[src/rtl/hazard_ctrl.sv]
// ============================================================================
// Module  : hazard_ctrl
// Brief   : 5-stage pipeline hazard controller (load-use stall, branch flush,
//           saturating stall/flush performance counters).
// Revision: 1.0 - initial release
// ============================================================================
`default_nettype none

module hazard_ctrl #(
  parameter int FLUSH_LEN = 2,
  parameter int CNT_W     = 16
) (
  input  logic             clk_i,
  input  logic             rst_n,
  input  logic             ext_hold_i,
  input  logic             idex_memread_i,
  input  logic [4:0]       idex_rt_i,
  input  logic [4:0]       ifid_rs_i,
  input  logic [4:0]       ifid_rt_i,
  input  logic             ifid_uses_rt_i,
  input  logic             branch_taken_i,
  output logic             pc_write_o,
  output logic             ifid_write_o,
  output logic             ifid_flush_o,
  output logic             idex_flush_o,
  output logic             exmem_flush_o,
  output logic [CNT_W-1:0] stall_cnt_o,
  output logic [CNT_W-1:0] flush_cnt_o
);

  localparam int FCW = (FLUSH_LEN > 2) ? $clog2(FLUSH_LEN) : 1;
  localparam logic [FCW-1:0] C_FCNT_INIT = FCW'((FLUSH_LEN > 1) ? FLUSH_LEN - 2 : 0);

  typedef enum logic [1:0] {
    RUN   = 2'd0,
    STALL = 2'd1,
    FLUSH = 2'd2
  } state_t;

  state_t           r_state;
  logic [FCW-1:0]   r_fcnt;
  logic [CNT_W-1:0] r_stall_cnt;
  logic [CNT_W-1:0] r_flush_cnt;
  logic             w_load_use;

  assign w_load_use = idex_memread_i && (idex_rt_i != 5'd0) &&
                      ((idex_rt_i == ifid_rs_i) ||
                       (ifid_uses_rt_i && (idex_rt_i == ifid_rt_i)));

  // Outputs are combinational so a hazard takes effect in the cycle it is seen.
  always_comb begin
    pc_write_o    = 1'b1;
    ifid_write_o  = 1'b1;
    ifid_flush_o  = 1'b0;
    idex_flush_o  = 1'b0;
    exmem_flush_o = 1'b0;
    if (!rst_n) begin
      pc_write_o    = 1'b0;
      ifid_write_o  = 1'b0;
      ifid_flush_o  = 1'b1;
      idex_flush_o  = 1'b1;
      exmem_flush_o = 1'b1;
    end else if (ext_hold_i) begin
      pc_write_o   = 1'b0;
      ifid_write_o = 1'b0;
    end else if (branch_taken_i) begin
      ifid_flush_o  = 1'b1;
      idex_flush_o  = 1'b1;
      exmem_flush_o = 1'b1;
    end else begin
      case (r_state)
        RUN: begin
          if (w_load_use) begin
            pc_write_o   = 1'b0;
            ifid_write_o = 1'b0;
            idex_flush_o = 1'b1;
          end
        end
        FLUSH: begin
          ifid_flush_o = 1'b1;
          idex_flush_o = 1'b1;
        end
        default: ;
      endcase
    end
  end

  always_ff @(posedge clk_i or negedge rst_n) begin
    if (!rst_n) begin
      r_state     <= RUN;
      r_fcnt      <= '0;
      r_stall_cnt <= '0;
      r_flush_cnt <= '0;
    end else if (!ext_hold_i) begin
      if (branch_taken_i) begin
        if (r_flush_cnt != '1) r_flush_cnt <= r_flush_cnt + 1'b1;
        r_fcnt  <= C_FCNT_INIT;
        r_state <= (FLUSH_LEN > 1) ? FLUSH : RUN;
      end else begin
        case (r_state)
          RUN: begin
            if (w_load_use) begin
              if (r_stall_cnt != '1) r_stall_cnt <= r_stall_cnt + 1'b1;
              r_state <= STALL;
            end
          end
          STALL: r_state <= RUN;
          FLUSH: begin
            if (r_fcnt == '0) r_state <= RUN;
            else              r_fcnt  <= r_fcnt - 1'b1;
          end
          default: r_state <= RUN;
        endcase
      end
    end
  end

  assign stall_cnt_o = r_stall_cnt;
  assign flush_cnt_o = r_flush_cnt;

endmodule

`default_nettype wire

[config.mk]
export PLATFORM = sky130hd
export DESIGN_NAME = hazard_ctrl
export DESIGN_NICKNAME = d
export VERILOG_FILES = /design/src/rtl/hazard_ctrl.sv
export SDC_FILE = /design/constraint.sdc
export NUM_CORES = 1
export LEC_CHECK = 0
export CAP_MARGIN = 20
export CORE_MARGIN = 5
export CORE_UTILIZATION = 35
export CTS_BUF_LIST = sky130_fd_sc_hd__clkbuf_16
export DETAILED_ROUTE_END_ITERATION = 8
export PLACE_DENSITY = 0.61
export SETUP_SLACK_MARGIN = 0.2
export SLEW_MARGIN = 40
export SYNTH_ARGS = -nofsm -noshare
export SYNTH_HDL_FRONTEND = slang
export SYNTH_SLANG_ARGS = --single-unit
[constraint.sdc]
create_clock -name clk_i -period 3.72 [get_ports clk_i]
set_input_delay 0.372 -clock clk_i [delete_from_list [all_inputs] [get_ports clk_i]]
set_output_delay 0.372 -clock clk_i [all_outputs]
set_load 0.005 [all_outputs]
==> impl_metrics.csv <==
group,metric,value,unit
status,outcome,"completed",
floorplanning,core,5172,um2
route,drt_iter0_drc,73,
synth,syn-num-nets,198,
route,met2_length,2053,um
synth,synth.distinct_cells,35,
route,viasPerCell,4.918,
sta,slew_viol_final,0,
sta,setup_viol,0,
place,place.gp.congestion,0.7566,
clocking,cts_hold_buf,0,
synth,synth_edf_count,0,
clocking,clock_path_buffers,2,
power,p_total,1.041,mW
global_route,grt_pass1_vias,1576,
sta,max_freq,349.0,MHz
synth,ys_ff_latch,34,
global_route,grt_pass1_wl,7624,um
sta,setup_tns,0,ns
synth,postSynthCellCount,175,
floorplanning,die_area,6959,um2
global_route,grt_max_degree,36,
min_path,min_path_type,"flip-flop to flip-flop",
global_route,grt-ovfl-total,0,
route,first_pass_iters,4,
power,peakVddDrop,235.7,uV
floorplanning,die_w,83.42,um
global_route,grt_usage,0.1323,
finish,n_antenna_cell,0,
clocking,cts_num_sinks,34,
synth,syn_area_per_cell,10.78,um2
worst_setup_path,r2r-start,"stall_cnt_o[0]",
clocking,post_cts_resized,0,
sta,tightest_slew,0.6845,ns
finish,drive_gt1_frac,0.08475,
route,dr_total_vias,1505,
clocking,cts_tree,"built",
place,dp_hpwl,3210,um
clocking,clkLatencyLatePin,0.27,ns
route,wl,4282,um
finish,fin_nets,258,
clocking,cts_inserted_buffers,5,
sta,fin_crit,2.865,ns
clocking,cts_setup_buffers,0,
floorplanning,die_y,83.42,um
worst_setup_path,worstSetupPathType,"input port to output pin",
route,wl_met1,1983,um
min_path,hp-start,"flush_cnt_o[13]",
route,drc,0,
worst_setup_path,cp_data_required_time,3.35,ns
sta,period_share,0.7702,
route,highest_layer,"met4",
sta,rsz0062_at_grt,"no",
synth,ys.warnings.count,0,
job,maxCapViolations,0,
route,met3_length,217,um
place,port_buffers,57,
finish,syn2layout_area_growth,40.19,%
synth,ys_seq_area_frac,0.4509,
power,power.leakage,1.118,nW
synth,ys_async_sr_fraction,1.000,
worst_setup_path,cp-end-kind,"output pin",
sta,hold_viol_final,0,
route,wl_per_cell,13.99,um
sta,fin_skew,0.003057,ns
synth,ys.flop_type,"dfrtp_1",
worst_setup_path,worstPathArrival,2.49,ns
route,final_antenna_net_count,0,
clocking,clk_pin_slew_worst_paths,0.05,ns
floorplanning,placementRows,26,
power,power.density,393.5,nW/um2
global_route,antenna_found_initial,0,
sta,max_slew_margin,0.5437,
worst_setup_path,cp-start-kind,"input port",
worst_setup_path,path_max_fanout,4,
floorplanning,io_pins,58,
worst_setup_path,startpoint,"idex_rt_i[1]",
synth,synth_area,1887,um2
clocking,cts_root_buf,"clkbuf_16",
floorplanning,start_util,0.3648,
clocking,cts_htree_levels,2,
## path summary, 6_finish.rpt
check | endpoint | slack, ns | cells past startpoint
min in group asynchronous | stall_cnt_o[8] | 0.62 | 2
worst max-delay path | ifid_write_o | 0.85 | 6
worst max register to register | stall_cnt_o[1] | 1.33 | 6
max in group asynchronous | flush_cnt_o[15] | 2.78 | 2
worst min register to register | flush_cnt_o[13] | 0.49 | 1
worst min-delay path | flush_cnt_o[13] | 0.49 | 1
## cells by family after synthesis
logic type | synth area share
adder cells (fa/ha/maj) | 0.01326
AO/OA/AOI/OAI | 0.03647
buffers and inverters | 0.03183
XOR/XNOR | 0.1764
multiplexers | 0.01790
AND/OR/NAND/NOR | 0.2732
flip-flops | 0.4509
## stage by stage
| step | cell area, um2 | worst slack (ns) | hold WS, ns | std cells | utilization |
|---|---|---|---|---|---|
| after floorplan | 1887 | 1.663 | 0.07641 | 175 | - |
| after global placement | 2507 | 0.8508 | 0.4830 | 298 | 0.4848 |
| after detailed placement | 2507 | 0.8152 | 0.4854 | 298 | 0.4848 |
| after CTS | 2645 | 0.8109 | 0.4930 | 306 | 0.5114 |
| after global routing | 2645 | 0.7138 | 0.5275 | 306 | 0.5114 |
| final | 2645 | 0.8547 | 0.4867 | 306 | 0.5114 |
## cell usage in the layout (no fill, tap or decap), types with 2 or more instances in the layout
| cell | n |
|---|---|
| ha_1 | 2 |
| inv_1 | 3 |
| mux2_1 | 2 |
| nor3_1 | 6 |
| clkbuf_16 | 5 |
| nand4_1 | 8 |
| nand3_1 | 11 |
| o21ai_0 | 2 |
| and3_1 | 5 |
| buf_4 | 2 |
| xor2_1 | 26 |
| nor4_2 | 6 |
| nor4b_1 | 3 |
| nor4_1 | 5 |
| nand2_1 | 15 |
| xnor2_1 | 12 |
| and4_1 | 4 |
| or3_1 | 2 |
| dfrtp_1 | 34 |
| clkdlybuf4s50_1 | 57 |
| nand2b_1 | 2 |
| or4_1 | 2 |
| nor2_1 | 5 |
| a21oi_1 | 3 |
| nor3b_1 | 2 |
## power by group
| part | internal, mW | switching, mW | total [mW] | leakage, nW |
|---|---|---|---|---|
| Combinational | 0.126 | 0.0703 | 0.196 | 0.591 |
| Clock | 0.241 | 0.141 | 0.382 | 0.0724 |
| Sequential | 0.408 | 0.0549 | 0.463 | 0.455 |
| Total | 0.775 | 0.266 | 1.04 | 1.12 |
## per-layer routing
| layer | vias to the layer above | GRT usage |
|---|---|---|
| met2 | 32 | 0.2085 |
| met3 | 4 | 0.05050 |
| met4 | 0 | 0.02632 |
| li1 | 752 | - |
| met5 | - | 0 |
| met1 | 717 | 0.1739 |
## worst max-delay path, cell delays in order
cell             delay (ns)
clkdlybuf4s50_1        0.47
or4_1                  0.57
o211ai_2               0.21
nor4_1                 0.07
nor3b_1                0.25
clkdlybuf4s50_1        0.56
## layout make-up
class | count | area, um2
well taps | 70 | 87.58
multi-input cells | 133 | 975.9
flip-flops and latches | 34 | 850.8
clock buffers | 5 | 125.1
inverters | 2 | 7.507
fillers | 482 | 2527
clock inverters | 3 | 12.51
repair buffers | 59 | 585.6
## cells in the mapped netlist, types with 3 or more instances
cell type   n  share of area
nor4_1      5          0.017
nor3_1      6          0.016
and4_1      4          0.019
nor4_2      6          0.040
a21oi_1     3         0.0080
buf_6       3          0.018
nor4b_1     3          0.014
nand2_1    15          0.030
and3_1      5          0.017
nand3_1    11          0.029
nor2_1      5         0.0099
nand4_1     8          0.027
xor2_1     26           0.12
dfrtp_1    34           0.45
xnor2_1    12          0.056
## registers in the layout, summed over array words and instances (netlist names)
name	flops
flush_cnt_o	16
r_state	2
stall_cnt_o	16
Power figures use the tool's default switching activity.
